File: config.mk
export PLATFORM = sky130hd
export DESIGN_NAME = instr_fetch_unit_flat
export DESIGN_NICKNAME = d
export VERILOG_FILES = /design/src/rtl/instr_fetch_unit_if.sv /design/src/rtl/instr_fetch_unit.sv /design/src/flat_wrapper.sv
export SDC_FILE = /design/constraint.sdc
export NUM_CORES = 1
export LEC_CHECK = 0
export ABC_AREA = 1
export BUFFER_PORTS_ARGS = -buffer_cell sky130_fd_sc_hd__buf_2
export CORE_ASPECT_RATIO = 0.6
export CORE_UTILIZATION = 42
export DETAILED_ROUTE_END_ITERATION = 10
export MAX_ROUTING_LAYER = met4
export PLACE_DENSITY = 0.75
export SYNTH_ARGS = -nofsm -noshare
export SYNTH_HDL_FRONTEND = slang
export SYNTH_SLANG_ARGS = --single-unit
export TNS_END_PERCENT = 5
File: constraint.sdc
create_clock -name clock -period 1.3 [get_ports clock]
set_input_delay 0.065 -clock clock [delete_from_list [all_inputs] [get_ports clock]]
set_output_delay 0.065 -clock clock [all_outputs]
set_load 0.05 [all_outputs]
File: src/rtl/instr_fetch_unit_if.sv
// Instruction-memory read bus between the fetch unit and instruction memory.
interface instr_fetch_unit_if #(
  parameter int ADDR_MAX = 16,
  parameter int DATA_W   = 16
);
  logic                mem_req;
  logic [ADDR_MAX-1:0] mem_addr;
  logic                mem_ack;
  logic [DATA_W-1:0]   mem_rdata;

  modport master (output mem_req, mem_addr, input mem_ack, mem_rdata);
  modport slave  (input mem_req, mem_addr, output mem_ack, mem_rdata);
endinterface

File: src/rtl/instr_fetch_unit.sv
// Fetch-control stage around an external PC: reads instruction memory,
// holds the word for decode, strobes the PC once per retired instruction,
// and freezes on a HALT word (all-zero instruction).
module instr_fetch_unit #(
  parameter int ADDR_MAX = 16,
  parameter int DATA_W   = 16,
  parameter int CNT_W    = 16
) (
  input  logic                clock,
  input  logic                reset,
  input  logic [ADDR_MAX-1:0] pc,
  instr_fetch_unit_if.master  mem,
  output logic [DATA_W-1:0]   ir,
  output logic                ir_valid,
  input  logic                ir_ready,
  output logic                pc_enable,
  output logic                pc_jump,
  output logic [DATA_W-1:0]   pc_offset,
  output logic [CNT_W-1:0]    instr_count,
  output logic                halted
);

  typedef enum logic [1:0] {FETCH, HOLD, STEP, HALTED} state_t;

  state_t            state, state_n;
  logic [DATA_W-1:0] ir_q;

  // The PC only moves at the end of STEP, so pc is already the post-update
  // address whenever FETCH is active and is stable across memory waits.
  assign mem.mem_addr = pc;

  // The HALT word is all zeros, so ir_q already reads 0 in HALTED; the
  // explicit mask keeps the frozen-state output independent of that.
  assign ir = (state == HALTED) ? '0 : ir_q;

  // State register; reset wins in every state and drops any pending request.
  always_ff @(posedge clock) begin
    if (reset) state <= FETCH;
    else       state <= state_n;
  end

  // Next-state and state-decoded outputs.
  always_comb begin
    state_n     = state;
    mem.mem_req = 1'b0;
    ir_valid    = 1'b0;
    pc_enable   = 1'b0;
    halted      = 1'b0;
    case (state)
      FETCH: begin
        mem.mem_req = 1'b1;
        if (mem.mem_ack) state_n = (mem.mem_rdata == '0) ? HALTED : HOLD;
      end
      HOLD: begin
        ir_valid = 1'b1;
        if (ir_ready) state_n = STEP;
      end
      STEP: begin
        pc_enable = 1'b1;
        state_n   = FETCH;
      end
      HALTED: begin
        halted = 1'b1;
      end
      default: state_n = FETCH;
    endcase
  end

  // Datapath: capture the fetched word, latch PC control on the decode
  // handshake (held until the next accepted instruction), count retirements.
  always_ff @(posedge clock) begin
    if (reset) begin
      ir_q        <= '0;
      pc_jump     <= 1'b0;
      pc_offset   <= '0;
      instr_count <= '0;
    end else begin
      if (state == FETCH && mem.mem_ack) ir_q <= mem.mem_rdata;
      if (state == HOLD && ir_ready) begin
        pc_jump   <= (ir_q[DATA_W-1 -: 4] == 4'hF);
        pc_offset <= ir_q;
      end
      if (state == STEP) instr_count <= instr_count + 1'b1;
    end
  end

endmodule
File: src/flat_wrapper.sv
// flat-port wrapper written by rule: the top's interface ports become plain ports
module instr_fetch_unit_flat 
#(
  parameter int ADDR_MAX = 16,
  parameter int DATA_W   = 16,
  parameter int CNT_W    = 16
)
  (clock, reset, pc, ir, ir_valid, ir_ready, pc_enable, pc_jump, pc_offset, instr_count, halted, mem_mem_req, mem_mem_addr, mem_mem_ack, mem_mem_rdata);
  instr_fetch_unit_if #(.ADDR_MAX(ADDR_MAX), .DATA_W(DATA_W)) mem_i ();
  input  logic clock;
  input  logic reset;
  input  logic [ADDR_MAX-1:0] pc;
  output logic [DATA_W-1:0] ir;
  output logic ir_valid;
  input  logic ir_ready;
  output logic pc_enable;
  output logic pc_jump;
  output logic [DATA_W-1:0] pc_offset;
  output logic [CNT_W-1:0] instr_count;
  output logic halted;
  output wire logic [$bits(mem_i.mem_req)-1:0] mem_mem_req;
  output wire logic [$bits(mem_i.mem_addr)-1:0] mem_mem_addr;
  input wire logic [$bits(mem_i.mem_ack)-1:0] mem_mem_ack;
  input wire logic [$bits(mem_i.mem_rdata)-1:0] mem_mem_rdata;
  assign mem_mem_req = mem_i.mem_req;
  assign mem_mem_addr = mem_i.mem_addr;
  assign mem_i.mem_ack = mem_mem_ack;
  assign mem_i.mem_rdata = mem_mem_rdata;
  instr_fetch_unit #(.ADDR_MAX(ADDR_MAX), .DATA_W(DATA_W), .CNT_W(CNT_W)) u_core (.clock(clock), .reset(reset), .pc(pc), .mem(mem_i), .ir(ir), .ir_valid(ir_valid), .ir_ready(ir_ready), .pc_enable(pc_enable), .pc_jump(pc_jump), .pc_offset(pc_offset), .instr_count(instr_count), .halted(halted));
endmodule
==> results of run 1 <==
==> final timing paths <==
kind                    startpoint                      to  slack (ps)
min reg2reg  u_core.instr_count[6]   u_core.instr_count[6]         480
max reg2reg        u_core.state[0]  u_core.instr_count[10]        -130
max                u_core.state[0]  u_core.instr_count[10]        -130
min               mem_mem_rdata[0]          u_core.ir_q[0]          50
==> power breakdown <==
part           switching, uW  internal, uW
sequential              67.2          1710
combinational           1050           520
clock                    506           437
==> stage by stage <==
| stage | instances | utilization (%) |
|---|---|---|
| 3_3_place_gp | 445 | 56.10 |
| 2_1_floorplan | 325 | - |
| 6_report | 460 | 63.28 |
| 4_1_cts | 457 | 62.18 |
| 5_1_grt | 460 | 63.28 |
| 3_5_place_dp | 445 | 56.10 |
==> logic make-up (layout without fill, tap and decap cells) <==
| group | Yosys count | count (layout) | synth area share [%] |
|---|---|---|---|
| compound gates | 80 | 80 | 17.37 |
| xor+xnor | 1 | 1 | 0.3730 |
| fa+ha+maj | 6 | 6 | 3.197 |
| buf+inv | 71 | 140 | 14.33 |
| flops | 51 | 51 | 43.47 |
| simple gates | 116 | 116 | 21.26 |
==> layer usage <==
| layer | routed length, um | GRT usage (%) |
|---|---|---|
| met1 | 2956 | 28.77 |
| met2 | 2532 | 31.39 |
| met3 | 337 | 4.795 |
| met4 | 47 | 5.970 |
| met5 | 0 | - |
==> sequential cells by signal, indices dropped and copies added (netlist names) <==
signal	count
u_core.pc_jump	1
u_core.instr_count	16
u_core.ir_q	16
u_core.pc_offset	16
u_core.state	2
==> cells in the final DEF (no fill, tap or decap), types with 2 or more instances in the layout <==
| cell | count |
|---|---|
| o21ai_0 | 18 |
| ha_4 | 4 |
| ha_1 | 2 |
| buf_12 | 4 |
| nor3_1 | 5 |
| dfxtp_4 | 4 |
| nand3_2 | 2 |
| buf_6 | 19 |
| nor2_4 | 20 |
| nor3_2 | 3 |
| nor2_1 | 31 |
| nand2_2 | 5 |
| clkbuf_8 | 6 |
| nor2_2 | 2 |
| buf_2 | 55 |
| nand4_1 | 2 |
| buf_4 | 10 |
| dfxtp_1 | 38 |
| dfxtp_2 | 9 |
| o21ai_2 | 2 |
| o21ai_1 | 17 |
| nand2_1 | 37 |
| a21oi_1 | 39 |
| nand3_1 | 5 |
| inv_1 | 37 |
| inv_2 | 4 |
==> what timing repair did <==
| item | 4_1_cts | 5_1_grt |
|---|---|---|
| cloned | 1 | 0 |
| setup endpoints to repair | 43 | 56 |
| pin swaps | 20 | 7 |
| resized for setup | 56 | 25 |
| setup buffers | 3 | 3 |
==> final cells by class <==
type / count / area [um2]
Sequential cell: 51 / 1047
Fill cell: 451 / 1921
Clock buffer: 7 / 86.33
Tap cell: 66 / 82.58
Multi-Input combinational cell: 203 / 1242
Inverter: 42 / 162.7
Clock inverter: 1 / 8.758
Timing Repair Buffer: 90 / 679.4
==> worst reg2reg max path, stage by stage, from the launching register on <==
cell and delay, ps:
dfxtp_4 350, buf_6 130, inv_6 70, ha_4 180, nand3_4 90, nor2_4 210
buf_6 130, nand4_1 60, nand2_1 80, nor2_1 40
==> metrics.yaml, run 1 <==
status: "finished, violations left"
violations: "DRC, setup timing"
cp.depth: 9
synth_most_common_cell: "dfxtp_1"
start_kind: "flop"
postLayoutCellArea_mm2: 0.003309
die_h_um: 59.92
drt-total-wl_mm: 5.874
hold_viol: 0
cts_max_path_buffers: 2
path_clk_slew_ps: 90
path_class: "flop to flop"
ios: 105
dp_hpwl_mm: 4.213
grt-ovfl-total: 0
num_rows: 20
cp.arrival_ps: 1620
drt_iter0_markers: 151
rsz0062_at_grt: "true"
crit_required_ps: 1490
grt_pass1_wl_mm: 9.363
power_uw: 4288
critPathCaptureType: "flop"
tritoncts: "yes"
cts_sinks: 51
dr.pass1.iters: 7
netlist_area_mm2: 0.002349
path_cells: "buf_6 > inv_6 > ha_4 > nand3_4 > nor2_4 > buf_6 > nand4_1 > nand2_1 > nor2_1"
wl_per_cell_um: 12.77
post_dp_cell_area_mm2: 0.002934
worst-r2r-cell-count: 9
seq_area_frac_synth_pct: 43.47
path_buf_inv: 3
antenna_found_initial: 0
ir_drop_uv: 833.9
grt_usage_pct: 21.07
worst_slew_pin_slew_ps: 455.5
synth-edff-count: 0
path_delay_family: "simple AND/OR/NAND/NOR gates"
fin_nets: 435
core_area_mm2: 0.005230
period_share_pct: 110.1
cts-root-buf: "clkbuf_8"
grt_pass1_vias: 1943
clk-insertion-delay-late_ps: 300
ys_seq_elements: 51
gp_congestion: 0.8434
fin_hold_ws_ps: 48.93
synth_top_area_share_pct: 43.47
drc: 5
syn-mean-instance-area_um2: 7.226
io_buffers: 72
synthTopCellsByCount: "dfxtp_1 (51), nor2_1 (50), inv_1 (41), nand2_1 (41), a21oi_1 (40)"
drv_slew: 0
setup_viol: 30
fmax_mhz: 698.5
yosysUniqueCellTypes: 25
cts_buffers: 5
holdPathStages: 3
p_leak_uw: 0.001470
drive_above_1_share_pct: 40.36
cp_slowest_cell: "dfxtp_4"
post-place-ws_ps: -129.9
ant_nets: 0
critPathMaxStageDelay_ps: 350
syn_nets: 367
crit_path_frequent_cell: "buf_6"
postSynthCellCount: 325
die-area_mm2: 0.005904
synth_area_leaders: "dfxtp_1 (43%), a21oi_1 (8.5%), nor2_1 (8.0%)"
critPathMaxFanout: 6
relSlewSlack_pct: 69.52
min_period_ps: 1432
min_path_type: "input port to flop"
vias: 2257
finClkSkew_ps: 10.28
grt_start_max_net_pins: 33
yosys_warnings: 0
hold_buffers: 0
syn_to_final_growth_pct: 40.92
power_density_mw_per_mm2: 1296
synth_ff_type: "dfxtp_1"
htreeDepth: 2
drt-vias-per-instance: 4.907
setup_tns_ps: -2938
maxCapViolCount: 0
initial_core_util_pct: 44.90
synthArstFlopShare_pct: 0
antenna_cells: 0
setup_ws_ps: -131.6
die_x_um: 98.54
synth_largest_area_cell: "dfxtp_1"
Power figures use the tool's default switching activity.
==> inputs of run 2 (changes only) <==
--- a/config.mk
+++ b/config.mk
@@ -12,6 +12,7 @@
 export DETAILED_ROUTE_END_ITERATION = 10
 export MAX_ROUTING_LAYER = met4
 export PLACE_DENSITY = 0.75
+export REMOVE_ABC_BUFFERS = 1
 export SYNTH_ARGS = -nofsm -noshare
 export SYNTH_HDL_FRONTEND = slang
 export SYNTH_SLANG_ARGS = --single-unit
==> metrics.yaml, run 2 (synthesis results as in run 1) <==
p_leak_uw: 0.001467  # -0.20%
seq_power_share_pct: 42.4  # +1.0 points
switching_share_pct: 37.89  # about the same
htreeDepth: 2  # unchanged
critPathMaxStageDelay_ps: 350  # about the same
drc: 0  # -5
dp_hpwl_mm: 4.323  # +2.6%
grt_pass1_vias: 1977  # +1.7%
critPathMaxFanout: 6  # unchanged
drt_iter0_markers: 86  # -43%
startpoint: "u_core.state[1]"
crit_required_ps: 1240  # -250 ps
grt_pass1_wl_mm: 9.459  # +1.0%
cts_sinks: 51  # unchanged
syn_to_final_growth_pct: 39.69
maxCapViolCount: 0  # unchanged
fin_hold_ws_ps: 52.84  # +3.912 ps
core_area_mm2: 0.005230  # unchanged
utilization_pct: 62.73  # -0.55 points
layout_common_cells: "buf_2 (54), dfxtp_1 (48), a21oi_1 (40)"
worst_slew_pin_slew_ps: 321.6  # -133.9 ps
violations: "setup timing"
hold_buffers: 0  # unchanged
power_uw: 4166  # -2.9%
min_period_ps: 1427  # -4.175 ps
largestRegisters: "u_core.instr_count (16), u_core.ir_q (16), u_core.pc_offset (16)"
vias: 2232  # -1.1%
die_h_um: 59.92  # unchanged
drt-total-wl_mm: 5.935  # +1.0%
hold_viol: 0  # unchanged
ir_drop_uv: 603.3  # -28%
clkPwrFrac_pct: 20.9  # -1.1 points
finClkSkew_ps: 9.093  # -1.182 ps
path_clk_slew_ps: 90  # about the same
tritoncts: "yes"
power_density_mw_per_mm2: 1270  # -2.0%
p_switching_uw: 1579  # -2.8%
dr.pass1.iters: 6  # -1
fmax_mhz: 700.5  # +0.29%
min_path_type: "input port to flop"
cp.arrival_ps: 1360  # -260 ps
initial_core_util_pct: 44.90  # unchanged
cp_slowest_cell: "dfxtp_2"
drive_above_1_share_pct: 36.93  # -3.4 points
relSlewSlack_pct: 78.48  # +9.0 points
p_comb_share_pct: 36.6  # about the same
crit_path_frequent_cell: "buf_6"
grt_start_max_net_pins: 33  # unchanged
path_cells: "buf_6 > ha_4 > buf_12 > nor2_4 > buf_6"
grt_usage_pct: 21.30  # +0.23 points
setup_ws_ps: -127.5  # +4.175 ps
setup_viol: 17  # -43%
die-area_mm2: 0.005904  # unchanged
path_class: "flop to primary output"
ios: 105  # unchanged
min_from: "mem_mem_rdata[7]"
path_buf_inv: 3  # unchanged
rsz0062_at_grt: "true"
grt-ovfl-total: 0  # unchanged
num_rows: 20  # unchanged
critPathCaptureType: "primary output"
cts_buffers: 5  # unchanged
wl_per_cell_um: 12.79  # +0.17%
clk-insertion-delay-late_ps: 290  # about the same
final_common_cell: "buf_2"
ant_nets: 0  # unchanged
setup_tns_ps: -1807  # +1131 ps
r2r_start: "u_core.state[1]"
antenna_found_initial: 0  # unchanged
drv_slew: 0  # unchanged
cts-root-buf: "clkbuf_8"
antenna_cells: 0  # unchanged
fin_nets: 439  # +0.92%
status: "finished, violations left"
die_x_um: 98.54  # unchanged
period_share_pct: 109.8  # -0.32 points
path_delay_family: "buffers and inverters"
start_kind: "flop"
drt-vias-per-instance: 4.810  # -2.0%
gp_congestion: 0.8971  # +6.4%
io_buffers: 72  # unchanged
cts_max_path_buffers: 2  # unchanged
internal_power_uw: 2587  # -2.9%
run 2: routing by layer:
layer  track usage, %  vias to the layer above  part of all wire [%]
met2            30.38                       67                    43
met5                -                        -                     0
met1            30.07                      999                    51
li1                 -                     1164                     -
met4            3.198                        0                  0.51
met3            6.316                        2                   5.8
run 2: per-stage QoR:
step                      setup WS (ps)  area, um2  cells
final                            -127.5       3281    464
after global routing             -173.9       3281    464
after CTS                        -119.9       3169    462
after detailed placement         -147.7       2768    453
after global placement           -79.69       2768    453
after floorplan                  -694.3       2170    296
run 2: final cells by class:
type	count	area [um2]
multi-input combinational	203	1215
fill	467	1949
sequential	51	1025
timing repair buffer	94	715.7
clock buffer	6	72.57
tap	66	82.58
clock inverter	2	12.51
inverter	42	157.7
run 2: power by group through the flow:
stage	logic [uW]	clock network [uW]	registers [uW]
2_1_floorplan	656	0	2030
3_3_place_gp	1220	0	1790
3_5_place_dp	1230	0	1800
4_1_cts	1470	916	1760
5_1_grt	1620	972	1790
6_report	1530	871	1770
run 2: worst paths after layout:
| kind | to | cells past startpoint | slack, ps |
|---|---|---|---|
| min reg2reg | u_core.pc_jump | 2 | 490 |
| max | ir[8] | 5 | -130 |
| max reg2reg | u_core.ir_q[12] | 6 | 20 |
| min | u_core.ir_q[7] | 3 | 50 |
run 2: worst register-to-register path: stages (launching register included):
cell and delay (ps):
dfxtp_2 350, inv_1 110, ha_2 220, nand2_1 90
buf_12 170, o21ai_0 170, a21oi_1 50
run 2: what timing repair did:
item | in CTS | in global routing
endpoints found under the setup margin | 48 | 56
gates resized for setup | 91 | 34
buffers inserted | 0 | 2
endpoints found under the hold margin | 0 | 0
pin swaps | 18 | 1
cloned | 1 | 0
